`config.mk`:
```
export PLATFORM = sky130hd
export DESIGN_NAME = ad_frame_reader
export DESIGN_NICKNAME = d
export VERILOG_FILES = /design/src/rtl/ad_frame_pkg.sv /design/src/rtl/ad_frame_bank.sv /design/src/rtl/ad_frame_reader.sv
export SDC_FILE = /design/constraint.sdc
export NUM_CORES = 1
export LEC_CHECK = 0
export ABC_AREA = 0
export BUFFER_PORTS_ARGS = -buffer_cell sky130_fd_sc_hd__buf_2
export CAP_MARGIN = 10
export CORE_MARGIN = 3
export CORE_UTILIZATION = 60
export DETAILED_ROUTE_END_ITERATION = 16
export PLACE_DENSITY = 0.79
export SETUP_SLACK_MARGIN = 0.4
export SLEW_MARGIN = 10
export SYNTH_ARGS = -nofsm -noshare
export SYNTH_HDL_FRONTEND = slang
export SYNTH_HIERARCHICAL = 1
export SYNTH_SLANG_ARGS = --single-unit
```
`constraint.sdc`:
```
create_clock -name clk -period 28.4 [get_ports clk]
set_input_delay 5.68 -clock clk [delete_from_list [all_inputs] [get_ports clk]]
set_output_delay 5.68 -clock clk [all_outputs]
set_load 0.1 [all_outputs]
```
`src/rtl/ad_frame_pkg.sv`:
```
`default_nettype none
// ============================================================================
//  Module   : ad_frame_pkg
//  Purpose  : Shared constants and parser state encoding for the AD sample
//             FIFO producer (polling controller) and consumer (frame reader).
//  Revision : 1.0 - initial release
// ============================================================================
package ad_frame_pkg;

    localparam logic [7:0] CR           = 8'h0D;
    localparam logic [7:0] LF           = 8'h0A;
    localparam logic [7:0] END_MARK_DEF = 8'hCC;
    localparam int         NUM_CH_DEF   = 32;

    typedef enum logic [2:0] {
        S_SAMP    = 3'd0,
        S_MARK    = 3'd1,
        S_CR      = 3'd2,
        S_LF      = 3'd3,
        S_HUNT_CR = 3'd4,
        S_HUNT_LF = 3'd5
    } parser_state_t;

endpackage
`default_nettype wire

```
`src/rtl/ad_frame_bank.sv`:
```
`default_nettype none
// ============================================================================
//  Module   : ad_frame_bank
//  Purpose  : Shadow and result sample banks with single-cycle commit copy
//             and a registered read port.
//  Revision : 1.0 - initial release
// ============================================================================
module ad_frame_bank #(
    parameter int NUM_CH = 32
) (
    input  logic       clk,
    input  logic       rst,
    input  logic       i_wr_en,
    input  logic [4:0] i_wr_idx,
    input  logic [7:0] i_wr_data,
    input  logic       i_commit,
    input  logic [4:0] i_rd_ch,
    output logic [7:0] o_rd_data
);

    localparam logic [5:0] c_num_ch = 6'(NUM_CH);

    logic [7:0] r_shadow [NUM_CH];
    logic [7:0] r_result [NUM_CH];
    logic [7:0] r_rd_data;

    // The read samples r_result before a same-cycle commit lands, so a read
    // racing a commit returns the previous frame's value.
    always_ff @(posedge clk or posedge rst) begin
        if (rst) begin
            for (int i = 0; i < NUM_CH; i++) begin
                r_shadow[i] <= 8'h00;
                r_result[i] <= 8'h00;
            end
            r_rd_data <= 8'h00;
        end else begin
            if (i_wr_en) begin
                r_shadow[i_wr_idx] <= i_wr_data;
            end
            if (i_commit) begin
                r_result <= r_shadow;
            end
            r_rd_data <= ({1'b0, i_rd_ch} < c_num_ch) ? r_result[i_rd_ch] : 8'h00;
        end
    end

    assign o_rd_data = r_rd_data;

endmodule
`default_nettype wire

```
`src/rtl/ad_frame_reader.sv`:
```
`default_nettype none
// ============================================================================
//  Module   : ad_frame_reader
//  Purpose  : Pops AD sample bytes from a normal-mode FIFO, parses
//             NUM_CH samples + END_MARK/CR/LF frames and commits good frames.
//  Revision : 1.0 - initial release
// ============================================================================
module ad_frame_reader
    import ad_frame_pkg::*;
#(
    parameter int         NUM_CH   = NUM_CH_DEF,
    parameter logic [7:0] END_MARK = END_MARK_DEF,
    parameter int         ERR_W    = 8
) (
    input  logic             clk,
    input  logic             reset,
    input  logic             enable,
    input  logic             fifo_empty,
    input  logic [7:0]       fifo_q,
    output logic             fifo_rdreq,
    input  logic [4:0]       rd_ch,
    output logic [7:0]       rd_data,
    output logic             frame_done,
    output logic [15:0]      frame_cnt,
    output logic [ERR_W-1:0] err_cnt,
    output logic             synced,
    output logic [2:0]       state_dbg
);

    localparam logic [4:0] c_last_idx = 5'(NUM_CH - 1);

    parser_state_t    r_state;
    parser_state_t    w_state_nxt;
    logic [4:0]       r_idx;
    logic [4:0]       w_idx_nxt;
    logic             r_byte_vld;
    logic             r_frame_done;
    logic [15:0]      r_frame_cnt;
    logic [ERR_W-1:0] r_err_cnt;
    logic             w_shadow_we;
    logic             w_commit;
    logic             w_err;

    // enable and fifo_empty arrive registered; reset gating keeps the
    // request low while the parser is held in reset.
    assign fifo_rdreq = enable & ~fifo_empty & ~reset;

    always_ff @(posedge clk or posedge reset) begin
        if (reset) begin
            r_state      <= S_SAMP;
            r_idx        <= 5'd0;
            r_byte_vld   <= 1'b0;
            r_frame_done <= 1'b0;
            r_frame_cnt  <= 16'd0;
            r_err_cnt    <= '0;
        end else begin
            r_state      <= w_state_nxt;
            r_idx        <= w_idx_nxt;
            r_byte_vld   <= fifo_rdreq;
            r_frame_done <= w_commit;
            if (w_commit) begin
                r_frame_cnt <= r_frame_cnt + 16'd1;
            end
            if (w_err && (r_err_cnt != {ERR_W{1'b1}})) begin
                r_err_cnt <= r_err_cnt + ERR_W'(1);
            end
        end
    end

    always_comb begin
        w_state_nxt = r_state;
        w_idx_nxt   = r_idx;
        w_shadow_we = 1'b0;
        w_commit    = 1'b0;
        w_err       = 1'b0;
        case (r_state)
            S_SAMP: if (r_byte_vld) begin
                w_shadow_we = 1'b1;
                if (r_idx == c_last_idx) begin
                    w_idx_nxt   = 5'd0;
                    w_state_nxt = S_MARK;
                end else begin
                    w_idx_nxt = r_idx + 5'd1;
                end
            end
            S_MARK: if (r_byte_vld) begin
                if (fifo_q == END_MARK) begin
                    w_state_nxt = S_CR;
                end else begin
                    w_err       = 1'b1;
                    w_state_nxt = (fifo_q == CR) ? S_HUNT_LF : S_HUNT_CR;
                end
            end
            S_CR: if (r_byte_vld) begin
                if (fifo_q == CR) begin
                    w_state_nxt = S_LF;
                end else begin
                    w_err       = 1'b1;
                    w_state_nxt = S_HUNT_CR;
                end
            end
            S_LF: if (r_byte_vld) begin
                if (fifo_q == LF) begin
                    w_commit    = 1'b1;
                    w_state_nxt = S_SAMP;
                end else begin
                    w_err       = 1'b1;
                    w_state_nxt = (fifo_q == CR) ? S_HUNT_LF : S_HUNT_CR;
                end
            end
            S_HUNT_CR: if (r_byte_vld && (fifo_q == CR)) begin
                w_state_nxt = S_HUNT_LF;
            end
            S_HUNT_LF: if (r_byte_vld) begin
                if (fifo_q == LF) begin
                    w_idx_nxt   = 5'd0;
                    w_state_nxt = S_SAMP;
                end else if (fifo_q != CR) begin
                    w_state_nxt = S_HUNT_CR;
                end
            end
            default: begin
                w_idx_nxt   = 5'd0;
                w_state_nxt = S_HUNT_CR;
            end
        endcase
        if (w_err) begin
            w_idx_nxt = 5'd0;
        end
    end

    ad_frame_bank #(
        .NUM_CH (NUM_CH)
    ) u_bank (
        .clk       (clk),
        .rst       (reset),
        .i_wr_en   (w_shadow_we),
        .i_wr_idx  (r_idx),
        .i_wr_data (fifo_q),
        .i_commit  (w_commit),
        .i_rd_ch   (rd_ch),
        .o_rd_data (rd_data)
    );

    assign frame_done = r_frame_done;
    assign frame_cnt  = r_frame_cnt;
    assign err_cnt    = r_err_cnt;
    assign synced     = (r_state != S_HUNT_CR) && (r_state != S_HUNT_LF);
    assign state_dbg  = r_state;

endmodule
`default_nettype wire

```
# Word level (Yosys, flattened, before mapping)
# Index checks and enable logic that the tools add are counted.
# word_totals
ff_bits	554
wordCells	154
# classes
add_sub_neg	3
n_lt_le_gt_ge	3
eq_ne	25
n_mux	38
bitwise_logic	6
reduce_logical	8
# ops
op	count
256-bit bitwise mux	1
8-bit binary-select mux with 5-bit select	1
8-bit demux with 5-bit select	1
3-bit two-way mux	12
5-bit two-way mux	5
8-bit two-way mux	3
3-bit != test, second input constant	6
3-bit one-hot mux with 6 select lines	1
16-bit by 1-bit adder with 16-bit output, second input constant	1
8-bit by 4-bit equality test with 1-bit output, second input constant	2
5-bit one-hot mux with 3 select lines	1
2-bit != test, second input constant	7
6-bit greater-or-equal comparator, second input constant	2
1-bit two-way mux	12
5-bit NOT with 6-bit output	2
8-bit by 1-bit adder with 8-bit output, second input constant	1
8-bit equality test, second input constant	1
8-bit by 4-bit != test with 1-bit output, second input constant	1
8-bit != test, second input constant	1
8-bit AND reduction	1
3-bit by 2-bit equality test with 1-bit output, second input constant	2
3-bit equality test, second input constant	2
6-bit by 1-bit less-than comparator with 1-bit output, second input constant	1
5-bit by 1-bit adder with 5-bit output, second input constant	1
10 further kinds	15

# Depth between registers and ports, before layout
# Gate-level depths: netlist of the first run.
# logic_depth
word_depth	6
mapped_depth	8
depth_no_buf	7

# Hierarchy
# The synthesis of the first run kept the hierarchy.
# modules_own_cells
module	n_inst	cells_each	area_each_um2	seq_area_each_um2
ad_frame_bank	1	1248	21246.6	13012.5
ad_frame_reader	1	158	1744.2	850.8

# Least setup slack after synthesis of the first run
# OpenSTA, ideal clock, no wires.
# synth_timing
kind	input -> output
start	in fifo_empty
end	out fifo_rdreq
arrival_time_ps	7934
path_slack_ps	14786
path_stages	1
path_buffers	0
path_cell_list	nor3b_1
# synth_via
elab_chain_len	3
# synth_lines
item	line_no	text
from (decl)	ad_frame_reader.sv:18	input logic fifo_empty,
1-bit NOT	ad_frame_reader.sv:46	assign fifo_rdreq = enable & ~fifo_empty & ~reset;
1-bit bitwise AND (2 in a row)	ad_frame_reader.sv:46	
to (decl)	ad_frame_reader.sv:20	output logic fifo_rdreq,
# Every way passes these cells.

# Worst setup path after layout of the first run
# layout_timing
start	in reset
end	out fifo_rdreq
# layout_via
elab_chain_len	2
# layout_lines
item	line_no	text
from (decl)	ad_frame_reader.sv:16	input logic reset,
1-bit NOT	ad_frame_reader.sv:46	
1-bit bitwise AND	ad_frame_reader.sv:46	
# Every way passes these cells.

==> impl_metrics.env, run 1 <==
export IMPL_core_um2=37800
export IMPL_cp_required_ps=22720
export IMPL_syn_avg_cell_area_um2=16.4
export IMPL_r2r_cells=6
export IMPL_grtUsageMet2_pct=36.8
export IMPL_rr_endpoint="u_bank/r_result[132]"
export IMPL_syn_area_um2=23000
export IMPL_crit_arrival_ps=6620
export IMPL_cts_root_buf="clkbuf_16"
export IMPL_cts_inserted_buffers=54
export IMPL_final_hold_viol_count=0
export IMPL_synth_nets=1427
export IMPL_met3_usage_pct=4.43
export IMPL_layout_min_cycle_time_ps=12300
export IMPL_initial_core_util_pct=60.9
export IMPL_crit_top_cell="buf_2"
export IMPL_grt_pass1_vias=12900
export IMPL_nets=1465
export IMPL_yosys_cell_types_count=47
export IMPL_grtUsageTotal_pct=23.3
export IMPL_status="finished clean"
export IMPL_grt_busiest_layer="met2"
export IMPL_grt_overflow=0
export IMPL_dr_pass1_iters=5
export IMPL_fin_worst_skew_ps=16.6
export IMPL_dr_first_iter_drc_count=836
export IMPL_gp_congestion=0.782
export IMPL_leakagePower_uw=0.0122
export IMPL_cts_resized_gates=0
export IMPL_ff2ff_setup_slack_ps=24800
export IMPL_crit_path_max_incr_delay_ps=500
export IMPL_clock_fmax_mhz=81.3
export IMPL_power_density_nw_per_um2=66.3
export IMPL_maxCapViolations=0
export IMPL_crit_reg2reg_launch="state_dbg[0]"
export IMPL_setup_tns_ps=0
export IMPL_path_cells="buf_2 > nor3b_1 > buf_2"
export IMPL_worstSetupPathType="input pin to output pin"
export IMPL_crit_fanout=3
export IMPL_tightest_slew_ps=1070
export IMPL_clock_sinks=554
export IMPL_rows=71
export IMPL_final_area_um2=25500
export IMPL_fin_crit_sh_pct=43.3
export IMPL_finalWirelength_um=46500
export IMPL_grt_pass1_wl_um=74200
export IMPL_finalSetupViolCount=0
export IMPL_cts_clk_slew_worst_paths_ps=60
export IMPL_synthArstFlopShare_pct=100
export IMPL_netlist_instances=1406
export IMPL_htree_levels=2
export IMPL_antenna_found_initial=3
export IMPL_antennaDiodeCount=0
export IMPL_die_w_um=202
export IMPL_clk_latency_ps=580
export IMPL_drc=0
export IMPL_final_util_pct=67.4
export IMPL_synth_edf_count=0
export IMPL_rsz0062_at_grt="no"
export IMPL_dp_hpwl_um=27500
export IMPL_die_area_um2=40700
export IMPL_max_slew_margin_pct=28.6
export IMPL_via_per_inst=6.13
export IMPL_worstSetupEndpoint="fifo_rdreq"
export IMPL_grt_max_degree=192
export IMPL_peakVddDrop_v=0.0000362
export IMPL_slew_violations=0
export IMPL_synthFlopType="dfrtp_1"
export IMPL_hold_class="register to register"
export IMPL_io_pins=55
export IMPL_critical_path_startpoint="reset"
export IMPL_via_count=12300
export IMPL_num_fill_cells=2531
export IMPL_placed_cell_area_um2=23700
export IMPL_post_cts_buffers=0
export IMPL_cts_buffer_depth=3
export IMPL_die_height_um=202
export IMPL_ant_nets=0
export IMPL_detail_route_wl_per_cell_um=23.2
export IMPL_use_met1_pct=33.7
export IMPL_critPathCaptureType="output pin"
export IMPL_area_delta_synth_final_pct=10.8
export IMPL_drive_above_1_share_pct=51.6
export IMPL_synth_seq_area_share_pct=60.3
export IMPL_crit_slowest_cell="buf_2"
export IMPL_numPortBuffers=54
export IMPL_cts_tree="built"
export IMPL_synth_seq_cells=554
export IMPL_critPathLaunchType="input pin"
export IMPL_postCtsHoldBufs=0
export IMPL_yosysWarnings=6
[flip-flops by register name (all words and copies together), names as in the netlist]
name	cells
r_byte_vld	1
frame_cnt	16
u_bank/r_result	256
u_bank/o_rd_data	8
frame_done	1
u_bank/r_shadow	256
err_cnt	8
r_idx	5
state_dbg	3
[layout make-up]
| class | count | area [um^2] | area share (%) |
|---|---|---|---|
| repair buffers | 64 | 375 | 1.47 |
| inverters | 5 | 26.3 | 0.103 |
| multi-input cells | 765 | 8770 | 34.4 |
| clock inverters | 16 | 108 | 0.423 |
| flip-flops and latches | 554 | 13900 | 54.4 |
| clock buffers | 86 | 1690 | 6.62 |
| well taps | 511 | 639 | 2.51 |
[synthesized netlist by cell type, types with 5 or more instances]
master | number | area (um^2)
nor2_2 | 5 | 31.3
inv_1 | 5 | 18.8
nor3_1 | 5 | 25.0
buf_1 | 8 | 30.0
nand4_1 | 5 | 31.3
xnor2_1 | 11 | 96.3
mux4_2 | 80 | 1800
nand2b_1 | 5 | 31.3
and3_1 | 5 | 31.3
nand3b_1 | 6 | 45.0
mux2_2 | 523 | 5890
nor2_1 | 17 | 63.8
nor3b_1 | 6 | 45.0
nand3_1 | 8 | 40.0
clkbuf_1 | 65 | 244
dfrtp_1 | 554 | 13900
xor2_1 | 9 | 78.8
nand2_1 | 33 | 124
and4_1 | 6 | 52.6
buf_4 | 6 | 45.0
[logic make-up (layout without fill, tap and decap cells)]
logic type                 count (synthesis)  after routing  synth area share (%)
AOI/OAI and AO/OA                         20             20                 0.631
xor gates and xnor gates                  20             20                 0.762
adders and majority gates                  4              4                 0.218
buffers and inverters                     87            171                  1.59
DFF                                      554            554                  60.3
muxes                                    606            606                  33.6
and+or+nand+nor                          115            115                  2.91
[worst max-delay path, delay by kind of cell]
| family | cells | cell delay, ps |
|---|---|---|
| buffers and inverters | 2 | 650 |
| AND/OR/NAND/NOR | 1 | 290 |
[power breakdown]
part	leakage (uW)	switching (uW)	internal (uW)	total [uW]
Sequential	0.00742	29.4	827	856
Clock	0.000896	292	415	706
Combinational	0.00387	80.3	44.5	125
Total	0.0122	401	1290	1690
[cells in the final DEF (no fill, tap or decap), drive strengths merged, types with 2 or more instances in the layout]
master,Yosys,layout
a21o,2,2
a21oi,4,4
a22o,4,4
a31oi,2,2
and3,5,5
and3b,2,2
and4,6,6
buf,17,64
clkbuf,65,86
clkinv,0,14
dfrtp,554,554
ha,4,4
inv,5,5
mux2,524,524
mux2i,2,2
mux4,80,80
nand2,33,33
nand2b,5,5
nand3,8,8
nand3b,6,6
nand4,6,6
nor2,22,22
nor2b,2,2
nor3,7,7
nor3b,7,7
nor4bb,2,2
o21ai,3,3
or3b,2,2
xnor2,11,11
xor2,9,9
[routing by layer]
metal	routed length [um]	vias to the layer above
met5	38	-
met3	2420	83
met4	1130	6
met2	22400	289
met1	20500	6650
li1	-	5239
[stage by stage]
| step | total power [uW] | instances | hold WS [ps] | setup slack (ps) |
|---|---|---|---|---|
| after global routing | 1750 | 2001 | 506 | 16000 |
| final | 1690 | 2001 | 481 | 16100 |
| after global placement | 989 | 1899 | 461 | 16170 |
| after detailed placement | 995 | 1899 | 475 | 16090 |
| after floorplan | 963 | 1406 | 474 | 8190 |
| after CTS | 1700 | 2001 | 483 | 16110 |
[worst min path at each step]
stage | start | to | cells past startpoint
CTS | frame_cnt[4] | frame_cnt[4] | 1
finish | frame_cnt[4] | frame_cnt[4] | 1
floorplan | u_bank/r_shadow[204] | u_bank/r_result[204] | 1
global route | err_cnt[5] | err_cnt[5] | 1
detailed placement | frame_cnt[4] | frame_cnt[4] | 1
global placement | frame_cnt[15] | frame_cnt[15] | 1
(Power assumes the default switching activity.)
==> run 2, diff against run 1 <==
CORE_UTILIZATION = 56   (was 60)
PLACE_DENSITY = 0.77   (was 0.79)
clock period = 10.2 ns   (was 28.4 ns; I/O delays follow)
==> run 2 against run 1 <==
Non-clock buffer count shrank 1. Setup slack worse by 11000 ps. Critical endpoint unchanged. Highest routed layer unchanged. Hold slack worse by 7.3 ps.
==> impl_metrics.env, run 2 (synthesized netlist as in run 1, its figures left out) <==
export IMPL_post_cts_buffers=0
export IMPL_maxCapViolations=0
export IMPL_rsz0062_at_grt="no"
export IMPL_grtUsageTotal_pct=21.6
export IMPL_min_from="frame_cnt[15]"
export IMPL_combinationalPowerShare_pct=7.3
export IMPL_area_delta_synth_final_pct=10.9
export IMPL_clkPwrFrac_pct=42.3
export IMPL_grt_overflow=0
export IMPL_htree_levels=2
export IMPL_initial_core_util_pct=57.2
export IMPL_drive_above_1_share_pct=51.4
export IMPL_postCtsHoldBufs=0
export IMPL_final_util_pct=63.5
export IMPL_grt_pass1_vias=12900
export IMPL_dr_pass1_iters=8
export IMPL_grt_max_degree=170
export IMPL_register_area_um2=13900
export IMPL_seqPwrFrac_pct=50.4
export IMPL_cts_resized_gates=0
export IMPL_peakVddDrop_v=0.000117
export IMPL_crit_reg2reg_launch="state_dbg[1]"
export IMPL_drc=0
export IMPL_antenna_found_initial=3
export IMPL_slew_violations=0
export IMPL_dp_hpwl_um=27600
export IMPL_p_total_uw=4730
export IMPL_final_cell_mix="554 x dfrtp_1, 523 x mux2_2, 80 x mux4_2, 57 x clkbuf_16, 52 x buf_2"
export IMPL_cts_buffer_depth=3
export IMPL_setup_tns_ps=0
export IMPL_via_per_inst=6.01
export IMPL_dr_first_iter_drc_count=1054
export IMPL_max_slew_margin_pct=29.4
export IMPL_cts_clk_slew_worst_paths_ps=60
export IMPL_status="finished clean"
export IMPL_clock_fmax_mhz=196
export IMPL_min_to="frame_cnt[15]"
export IMPL_final_hold_viol_count=0
export IMPL_cp_required_ps=8160
export IMPL_cts_root_buf="clkbuf_16"
export IMPL_grt_pass1_wl_um=74100
export IMPL_die_height_um=209
export IMPL_numPortBuffers=54
export IMPL_clock_sinks=554
export IMPL_leakagePower_uw=0.0122
export IMPL_ant_nets=0
export IMPL_cts_inserted_buffers=54
export IMPL_fin_crit_sh_pct=50.1
export IMPL_tightest_slew_ps=1060
export IMPL_rows=73
export IMPL_multi_input_area_um2=8770
export IMPL_rr_endpoint="u_bank/r_shadow[79]"
export IMPL_io_pins=55
export IMPL_detail_route_wl_per_cell_um=22.9
export IMPL_swShare_pct=23.3
export IMPL_gp_congestion=0.815
export IMPL_finalSetupViolCount=0
export IMPL_fin_worst_skew_ps=9.77
export IMPL_critPathCaptureType="output pin"
export IMPL_via_count=12100
export IMPL_critPathLaunchType="input pin"
export IMPL_worstSetupPathType="input pin to output pin"
export IMPL_final_common_cell="dfrtp_1"
export IMPL_layout_min_cycle_time_ps=5110
export IMPL_core_um2=40200
export IMPL_cts_tree="built"
export IMPL_nets=1464
export IMPL_p_switching_uw=1100
export IMPL_r2r_cells=6
export IMPL_num_fill_cells=2736
export IMPL_hold_depth=1
export IMPL_power_density_nw_per_um2=186
export IMPL_crit_arrival_ps=3070
export IMPL_hold_class="register to register"
export IMPL_clk_latency_ps=580
export IMPL_finalWirelength_um=45900
export IMPL_die_area_um2=43500
export IMPL_antennaDiodeCount=0
export IMPL_crit_fanout=3
export IMPL_ff2ff_setup_slack_ps=6720
export IMPL_internal_power_uw=3630
export IMPL_die_w_um=209
==> run 2: cell count changes in the layout (fill, tap and decap cells not counted) <==
cell	delta
clkbuf_8	-7
clkinv_2	-5
bufinv_16	+4
clkinv_4	+3
buf_4	-2
buf_12	+1
inv_8	-1
==> run 2: power groups by stage <==
| stage | Combinational, uW | Clock [uW] | Sequential [uW] |
|---|---|---|---|
| after detailed placement | 350 | 0 | 2420 |
| final | 347 | 2000 | 2380 |
| after CTS | 352 | 2060 | 2380 |
| after global routing | 375 | 2140 | 2390 |
| after global placement | 340 | 0 | 2410 |
| after floorplan | 238 | 0 | 2440 |
==> run 2: final cells by class <==
class                   instances  share of cell area, %
clock buffers                  79                   6.23
inverters                       5                 0.0883
repair buffers                 63                   1.49
well taps                     525                   2.58
clock inverters                17                  0.868
flip-flops and latches        554                   54.4
multi-input cells             765                   34.4
==> run 2: per-layer routing <==
layer  part of all wire [%]  vias up  track usage, %
met3                    4.6       73            3.51
met2                     48      239            34.5
met4                    2.0        2            5.61
li1                       -     5215               -
met5                  0.028        -               0
met1                     45     6542            31.4
==> run 2: stage by stage <==
step | std cells | hold WS, ps | area (um^2) | worst slack (ps)
3_5_place_dp | 1912 | 468 | 23700 | 4790
6_report | 2008 | 474 | 25500 | 5090
4_1_cts | 2008 | 477 | 25500 | 5080
3_3_place_gp | 1912 | 459 | 23700 | 4830
5_1_grt | 2008 | 503 | 25500 | 5050
2_1_floorplan | 1406 | 474 | 23000 | 1100
==> run 2: critical path: stages <==
cell and delay [ps]:
buf_2 130, nor3b_1 380, buf_2 510
==> run 2: worst max-delay path by stage <==
stage | cells after the start | slack [ps] | from | endpoint
floorplan | 1 | 1100 | reset | u_bank/o_rd_data[0]
global placement | 6 | 4830 | fifo_q[3] | u_bank/r_result[53]
detailed placement | 6 | 4790 | fifo_q[3] | u_bank/r_result[22]
CTS | 3 | 5080 | reset | fifo_rdreq
global route | 3 | 5050 | reset | fifo_rdreq
finish | 3 | 5090 | reset | fifo_rdreq
